**config.mk**
```make
export PLATFORM = sky130hd
export DESIGN_NAME = instr_fetch
export DESIGN_NICKNAME = d
export VERILOG_FILES = /design/src/rtl/instr_fetch.sv
export SDC_FILE = /design/constraint.sdc
export NUM_CORES = 1
export LEC_CHECK = 0
export ABC_AREA = 1
export BUFFER_PORTS_ARGS = -buffer_cell sky130_fd_sc_hd__buf_4
export CELL_PAD_IN_SITES_DETAIL_PLACEMENT = 2
export CELL_PAD_IN_SITES_GLOBAL_PLACEMENT = 2
export CORE_MARGIN = 1.5
export CORE_UTILIZATION = 33
export CTS_BUF_LIST = sky130_fd_sc_hd__clkbuf_8 sky130_fd_sc_hd__clkbuf_16
export CTS_CLUSTER_SIZE = 28
export DETAILED_ROUTE_END_ITERATION = 8
export GPL_TIMING_DRIVEN = 0
export PLACE_DENSITY = 0.79
export SYNTH_ARGS = -nofsm -noshare
export SYNTH_HDL_FRONTEND = slang
export SYNTH_SLANG_ARGS = --single-unit
```
**constraint.sdc**
```tcl
create_clock -name clock -period 5 [get_ports clock]
set_input_delay 0.25 -clock clock [delete_from_list [all_inputs] [get_ports clock]]
set_output_delay 0.25 -clock clock [all_outputs]
set_load 0.005 [all_outputs]
```
**src/rtl/instr_fetch.sv**
```systemverilog
// Instruction fetch: issues single-outstanding memory reads from the next-PC stream
// and buffers {pc, instruction} pairs in a small FIFO for decode.
module instr_fetch #(
    parameter logic [31:0] RESET_PC = 32'h0000_0000,
    parameter int          DEPTH    = 2
) (
    input  logic        clock,
    input  logic        reset,
    input  logic        redirect_valid,
    input  logic [31:0] redirect_pc,
    output logic        mem_req,
    output logic [31:0] mem_addr,
    input  logic        mem_ack,
    input  logic [31:0] mem_rdata,
    output logic        instr_valid,
    input  logic        instr_ready,
    output logic [31:0] instruction,
    output logic [31:0] instr_pc,
    output logic [31:0] fetch_pc
);

    // state  | meaning
    // IDLE   | no request outstanding
    // REQ    | request outstanding, returned word is kept
    // DROP   | request outstanding, returned word is discarded (stream redirected)
    localparam logic [1:0] S_IDLE = 2'd0;
    localparam logic [1:0] S_REQ  = 2'd1;
    localparam logic [1:0] S_DROP = 2'd2;

    localparam int AW = $clog2(DEPTH);
    localparam int CW = AW + 1;
    localparam logic [CW-1:0] DEPTH_C = CW'(DEPTH);

    logic [1:0]    state;
    logic [31:0]   pc_mem   [DEPTH];
    logic [31:0]   data_mem [DEPTH];
    logic [AW-1:0] head;
    logic [AW-1:0] tail;
    logic [CW-1:0] count;
    logic [CW-1:0] count_next;
    logic          pop;
    logic          push;
    logic          ack_hit;
    logic          space;
    logic [31:0]   pc_inc;
    logic [31:0]   redirect_aligned;

    assign instr_valid      = (count != '0);
    assign pop              = instr_valid & instr_ready;
    assign ack_hit          = mem_req & mem_ack;
    assign push             = (state == S_REQ) & ack_hit & ~redirect_valid;
    assign pc_inc           = fetch_pc + 32'd4;
    assign redirect_aligned = redirect_pc & ~32'h0000_0003;

    // Occupancy after this edge decides whether a new request may be issued,
    // so there is always a free slot waiting for the word in flight.
    always_comb begin
        count_next = count;
        if (redirect_valid) begin
            count_next = '0;
        end else begin
            count_next = count - CW'(pop) + CW'(push);
        end
    end

    assign space       = (count_next < DEPTH_C);
    assign instruction = instr_valid ? data_mem[head] : 32'h0;
    assign instr_pc    = instr_valid ? pc_mem[head]   : 32'h0;

    always_ff @(posedge clock or posedge reset) begin
        if (reset) begin
            state    <= S_IDLE;
            mem_req  <= 1'b0;
            mem_addr <= RESET_PC;
            fetch_pc <= RESET_PC;
        end else if (redirect_valid) begin
            fetch_pc <= redirect_aligned;
            case (state)
                S_REQ, S_DROP: begin
                    // An issued request is never withdrawn; wait out its ack in DROP.
                    if (ack_hit) begin
                        state   <= S_IDLE;
                        mem_req <= 1'b0;
                    end else begin
                        state <= S_DROP;
                    end
                end
                default: begin
                    state   <= S_IDLE;
                    mem_req <= 1'b0;
                end
            endcase
        end else begin
            case (state)
                S_IDLE: begin
                    if (space) begin
                        state    <= S_REQ;
                        mem_req  <= 1'b1;
                        mem_addr <= fetch_pc;
                    end
                end
                S_REQ: begin
                    if (ack_hit) begin
                        fetch_pc <= pc_inc;
                        if (space) begin
                            mem_addr <= pc_inc;
                        end else begin
                            state   <= S_IDLE;
                            mem_req <= 1'b0;
                        end
                    end
                end
                S_DROP: begin
                    if (ack_hit) begin
                        state   <= S_IDLE;
                        mem_req <= 1'b0;
                    end
                end
                default: begin
                    state   <= S_IDLE;
                    mem_req <= 1'b0;
                end
            endcase
        end
    end

    always_ff @(posedge clock or posedge reset) begin
        if (reset) begin
            count <= '0;
            head  <= '0;
            tail  <= '0;
        end else if (redirect_valid) begin
            count <= '0;
            head  <= '0;
            tail  <= '0;
        end else begin
            count <= count_next;
            if (pop) begin
                head <= head + AW'(1);
            end
            if (push) begin
                tail <= tail + AW'(1);
            end
        end
    end

    // Storage needs no reset: reads are gated by instr_valid.
    always_ff @(posedge clock) begin
        if (push) begin
            pc_mem[tail]   <= fetch_pc;
            data_mem[tail] <= mem_rdata;
        end
    end

endmodule

```
==> metrics.md <==
| Metric | Value |
|---|---|
| P&R area growth vs syn | 33.0% |
| Count of yosys warnings during synthesis | 0 |
| Post-detailed-route wirelength per cell | 20.2 um |
| Post-synth EDFFs | around 120 |
| Final routed wirelength across all metal layers | 31000 um |
| Effective utilization at floorplan | 0.335 |
| Fraction of registers with async set/reset | 0.351 |
| Placement Setup Slack | 1.69 ns |
| Number of buffers and inverters on the critical path | 5 |
| Total number of vias | 7628 |
| Multi-input combinational cell area | 2910 sq um |
| Netlist cell types | 30 |
| Worst vdd ir | 0.000182 V |
| Headroom to the max-slew limit | 0.407 |
| Placed cell areas | around 11000 sq um |
| Final core utilization | 0.445 |
| Portion of the post-synthesis area used by sequential elements | 0.623 |
| Clock period minus worst slack | 3.36 ns |
| Required time at the worst-slack endpoint | between 5 and 6 ns |
| Average footprint of a synthesized cell | between 9 and 10 sq um |
| Clock root buffer | sky130_fd_sc_hd__clkbuf_16 |
| Count of buffers from port buffering | 190 |
| Kind of path behind the tightest hold check | input port to flop |
| Fraction of post-synthesis cell area in the top cell type by area | 0.429 |
| Area used by sequential logic in the layout | 5400 sq um |
| Top cells by area, synth | sky130_fd_sc_hd__edfxtp_1 43%, sky130_fd_sc_hd__dfrtp_1 19%, sky130_fd_sc_hd__nand2_1 16%, sky130_fd_sc_hd__a21oi_1 5.7%, sky130_fd_sc_hd__nand3_1 2.7% |
| Met2 track demand over resource in global routing | 0.417 |
| Number of max-slew violations in the final report | 0 |
| Setup repair after global routing missed its margin | no |
| Wire length of the first global-routing pass | around 47000 um |
| Floorplan die area | 27300 sq um |
| Global-route total usage across every layer | 0.231 |
| Sink count of the clock tree | 191 |
| Setup Skew | 0.0201 ns |
| Final cycle utilization of the critical path | 0.672 |
| Antenna diode instance count | 0 |
| Power share of the combinational group | 0.385 |
| Worst-Skew Late Latency | 0.44 ns |
| Most used routing layer in global routing | met2 |
| Met3 routing resource usage after global routing | 0.0390 |
| Share of cells above drive strength 1 | 0.219 |
| Result of the run | completed |
| Part of the power in the clock network | 0.235 |
| Setup crit end kind | flop |
| Total number of H-tree levels | 4 |
| Final net count | 1263 |
| Leakage power of the design | 4.93 nW |
| Worst Max-Slew Pin Slew | 0.886 ns |
| Number of search-and-repair iterations in the first detailed-routing pass | 4 |
| Yosys top cell by area | sky130_fd_sc_hd__edfxtp_1 |
| Mean number of vias per cell | a little under 5 |
| Final Worst Setup Slack | 1.64 ns |
| Number of standard cells in the layout, taps in and fillers out | 1535 |
| Largest net degree at the start of global routing | 52 |
| Critical-path cell with the highest stage delay | sky130_fd_sc_hd__ha_1 |
| Clk pin slew, worst setup/hold paths | 0.08 ns |
| Final weighted congestion in routability-driven placement | 0.829 |
| Fin Setup TNS | 0 ns |
| Post-route DRC | 0 |
| Met1 track demand over resource in global routing | 0.286 |
| Via count of the first global-routing pass | between 8000 and 9000 |
| Sequential fraction of design power | 0.380 |
| Leftover overflow at the end of global routing | 0 |
| Die Ht | 165 um |
| Hold_ws | ~0.012 ns |
| Gate family responsible for the most delay along the worst path | simple AND/OR/NAND/NOR gates |
| Area inside the core boundary | 25900 sq um |
| Antenna violations before repair | 0 |
| Post-route cell area | between 10000 and 15000 sq um |
| Overall die width | roughly 170 um |
| Net Switching | 2.13 mW |
| Maximum frequency from static timing analysis | 298 MHz |
| Number of buffers on the longest clock path | 2 |
| Slowest stage delay, CP | 0.48 ns |
| Leading register cell type out of synthesis | sky130_fd_sc_hd__edfxtp_1 |
| Synthesized area | 8670 sq um |
| Count of endpoints failing setup in the final report | 0 |
| Cell Int Power | 3.41 mW |
| Max capacitance violation total | 0 |
| Setup repair bufs after CTS | 0 |
| Peak fanout along the critical path | 10 |
| Total CTS buffers | 17 |
| PD cells | ~480 nW/um^2 |
| Cells along the critical path | inv_1 -> ha_1 -> buf_2 -> nand3_1 -> ha_1 -> inv_1 -> ha_1 -> inv_1 -> nand2_1 -> nand2_1 -> nand2_1 -> clkinv_1 -> nor2_1 -> a21oi_1 |
| Sw Ratio | 0.385 |
| Synthesis-stage register bit count | roughly 190 |
| Detail Route Antenna Nets | 0 |
| CTS tree | built |
| DPL Wire Length | 22300 um |
| Type of the worst setup path | flop to flop |
| Cell Rows | ~60 |
| Number of violations reported at the end of detailed-routing iteration 0 | 281 |
| Final Hold Viols | 0 |
| Num ports | 199 |
| Instance count of the mapped netlist | 937 |
| Cell Count Post-Placement | 1472 |
| Number of filler cells placed in the layout | 2832 |
| Data arrival time of the critical path | 3.67 ns |
| Sort of element at the start of the critical path | flop |
| Final total power | 5.55 mW |
-- power by group through the flow --
stage,registers [mW],logic [mW],clock network (mW)
floorplan,2.08,1.00,0
global placement,2.13,2.05,0
detailed placement,2.13,2.14,0
CTS,2.11,2.18,1.33
global route,2.13,2.39,1.38
finish,2.11,2.14,1.30
-- worst register-to-register path: cells and delay by family, from the launching register on --
family / cells / cell delay, ns
compound gates: 1 / 0.07
buf+inv: 5 / 0.79
flops: 1 / 0.40
simple gates: 5 / 1.17
fa+ha+maj: 3 / 0.80
-- cells in the final DEF, fill, tap and decap left out, types with 7 or more instances in the layout --
master	n
sky130_fd_sc_hd__o21ai_0	8
sky130_fd_sc_hd__edfxtp_1	124
sky130_fd_sc_hd__buf_4	197
sky130_fd_sc_hd__inv_1	43
sky130_fd_sc_hd__clkbuf_16	17
sky130_fd_sc_hd__nor2_1	56
sky130_fd_sc_hd__o211ai_1	14
sky130_fd_sc_hd__nor2_4	7
sky130_fd_sc_hd__dlygate4sd3_1	32
sky130_fd_sc_hd__nand2_1	380
sky130_fd_sc_hd__clkbuf_1	25
sky130_fd_sc_hd__buf_2	7
sky130_fd_sc_hd__dfrtp_1	67
sky130_fd_sc_hd__a21oi_1	98
sky130_fd_sc_hd__nand3_1	47
-- final timing paths --
check | end | cells past startpoint | slack, ns | start
max in group asynchronous | fetch_pc[23]$_DFFE_PP0P_ | 4 | 4.12 | reset
max | mem_addr[11]$_DFFE_PP0P_ | 14 | 1.64 | state[1]$_DFFE_PP0P_
max reg2reg | mem_addr[11]$_DFFE_PP0P_ | 14 | 1.64 | state[1]$_DFFE_PP0P_
min in group asynchronous | state[0]$_DFFE_PP0P_ | 3 | 0.29 | reset
min | data_mem[0][13]$_DFFE_PP_ | 1 | 0.01 | mem_rdata[13]
min reg2reg | mem_addr[22]$_DFFE_PP0P_ | 2 | 0.49 | mem_addr[22]$_DFFE_PP0P_
-- Yosys cell counts, types with 7 or more instances --
cell and number:
sky130_fd_sc_hd__nor2_1 58, sky130_fd_sc_hd__o21ai_0 8, sky130_fd_sc_hd__nand2_1 380, sky130_fd_sc_hd__dfrtp_1 67
sky130_fd_sc_hd__nand3_1 47, sky130_fd_sc_hd__edfxtp_1 124, sky130_fd_sc_hd__clkbuf_1 25, sky130_fd_sc_hd__inv_1 44
sky130_fd_sc_hd__buf_2 7, sky130_fd_sc_hd__a21oi_1 98, sky130_fd_sc_hd__o211ai_1 14, sky130_fd_sc_hd__buf_4 7
-- what timing repair did --
item	CTS	global route
hold endpoints to repair	77	0
resized for setup	0	0
hold buffers	32	0
-- logic make-up (layout without fill, tap and decap cells) --
kind of cell             after synthesis  in the layout  share of synthesized area
AND/OR/NAND/NOR                      506            506                      0.235
flip-flops                           191            191                      0.623
AO/OA/AOI/OAI                        129            129                     0.0795
buffers and inverters                 96            354                     0.0456
XOR/XNOR                               8              8                    0.00808
adder cells (fa/ha/maj)                6              6                    0.00866
other                                  1              6                   0.000432
-- sequential cells by signal, indices dropped and copies added, names as in the netlist --
| signal | count |
|---|---|
| data_mem | 64 |
| pc_mem | 60 |
| fetch_pc | 30 |
| mem_addr | 30 |
| count | 2 |
| state | 2 |
| head | 1 |
| mem_req | 1 |
| tail | 1 |
-- metal layers --
metal,vias up,part of all wire
met5,-,0
met4,0,0.016
met3,28,0.046
met2,189,0.51
met1,3840,0.43
li1,3571,-
-- layout make-up --
cell class | instances | share of cell area
Sequential cell | 191 | 0.468
Multi-Input combinational cell | 655 | 0.252
Timing Repair Buffer | 227 | 0.161
Clock buffer | 17 | 0.0369
Tap cell | 335 | 0.0363
Buffer | 45 | 0.0177
Inverter | 51 | 0.0168
Clock inverter | 14 | 0.0111
(Power assumes the default switching activity.)
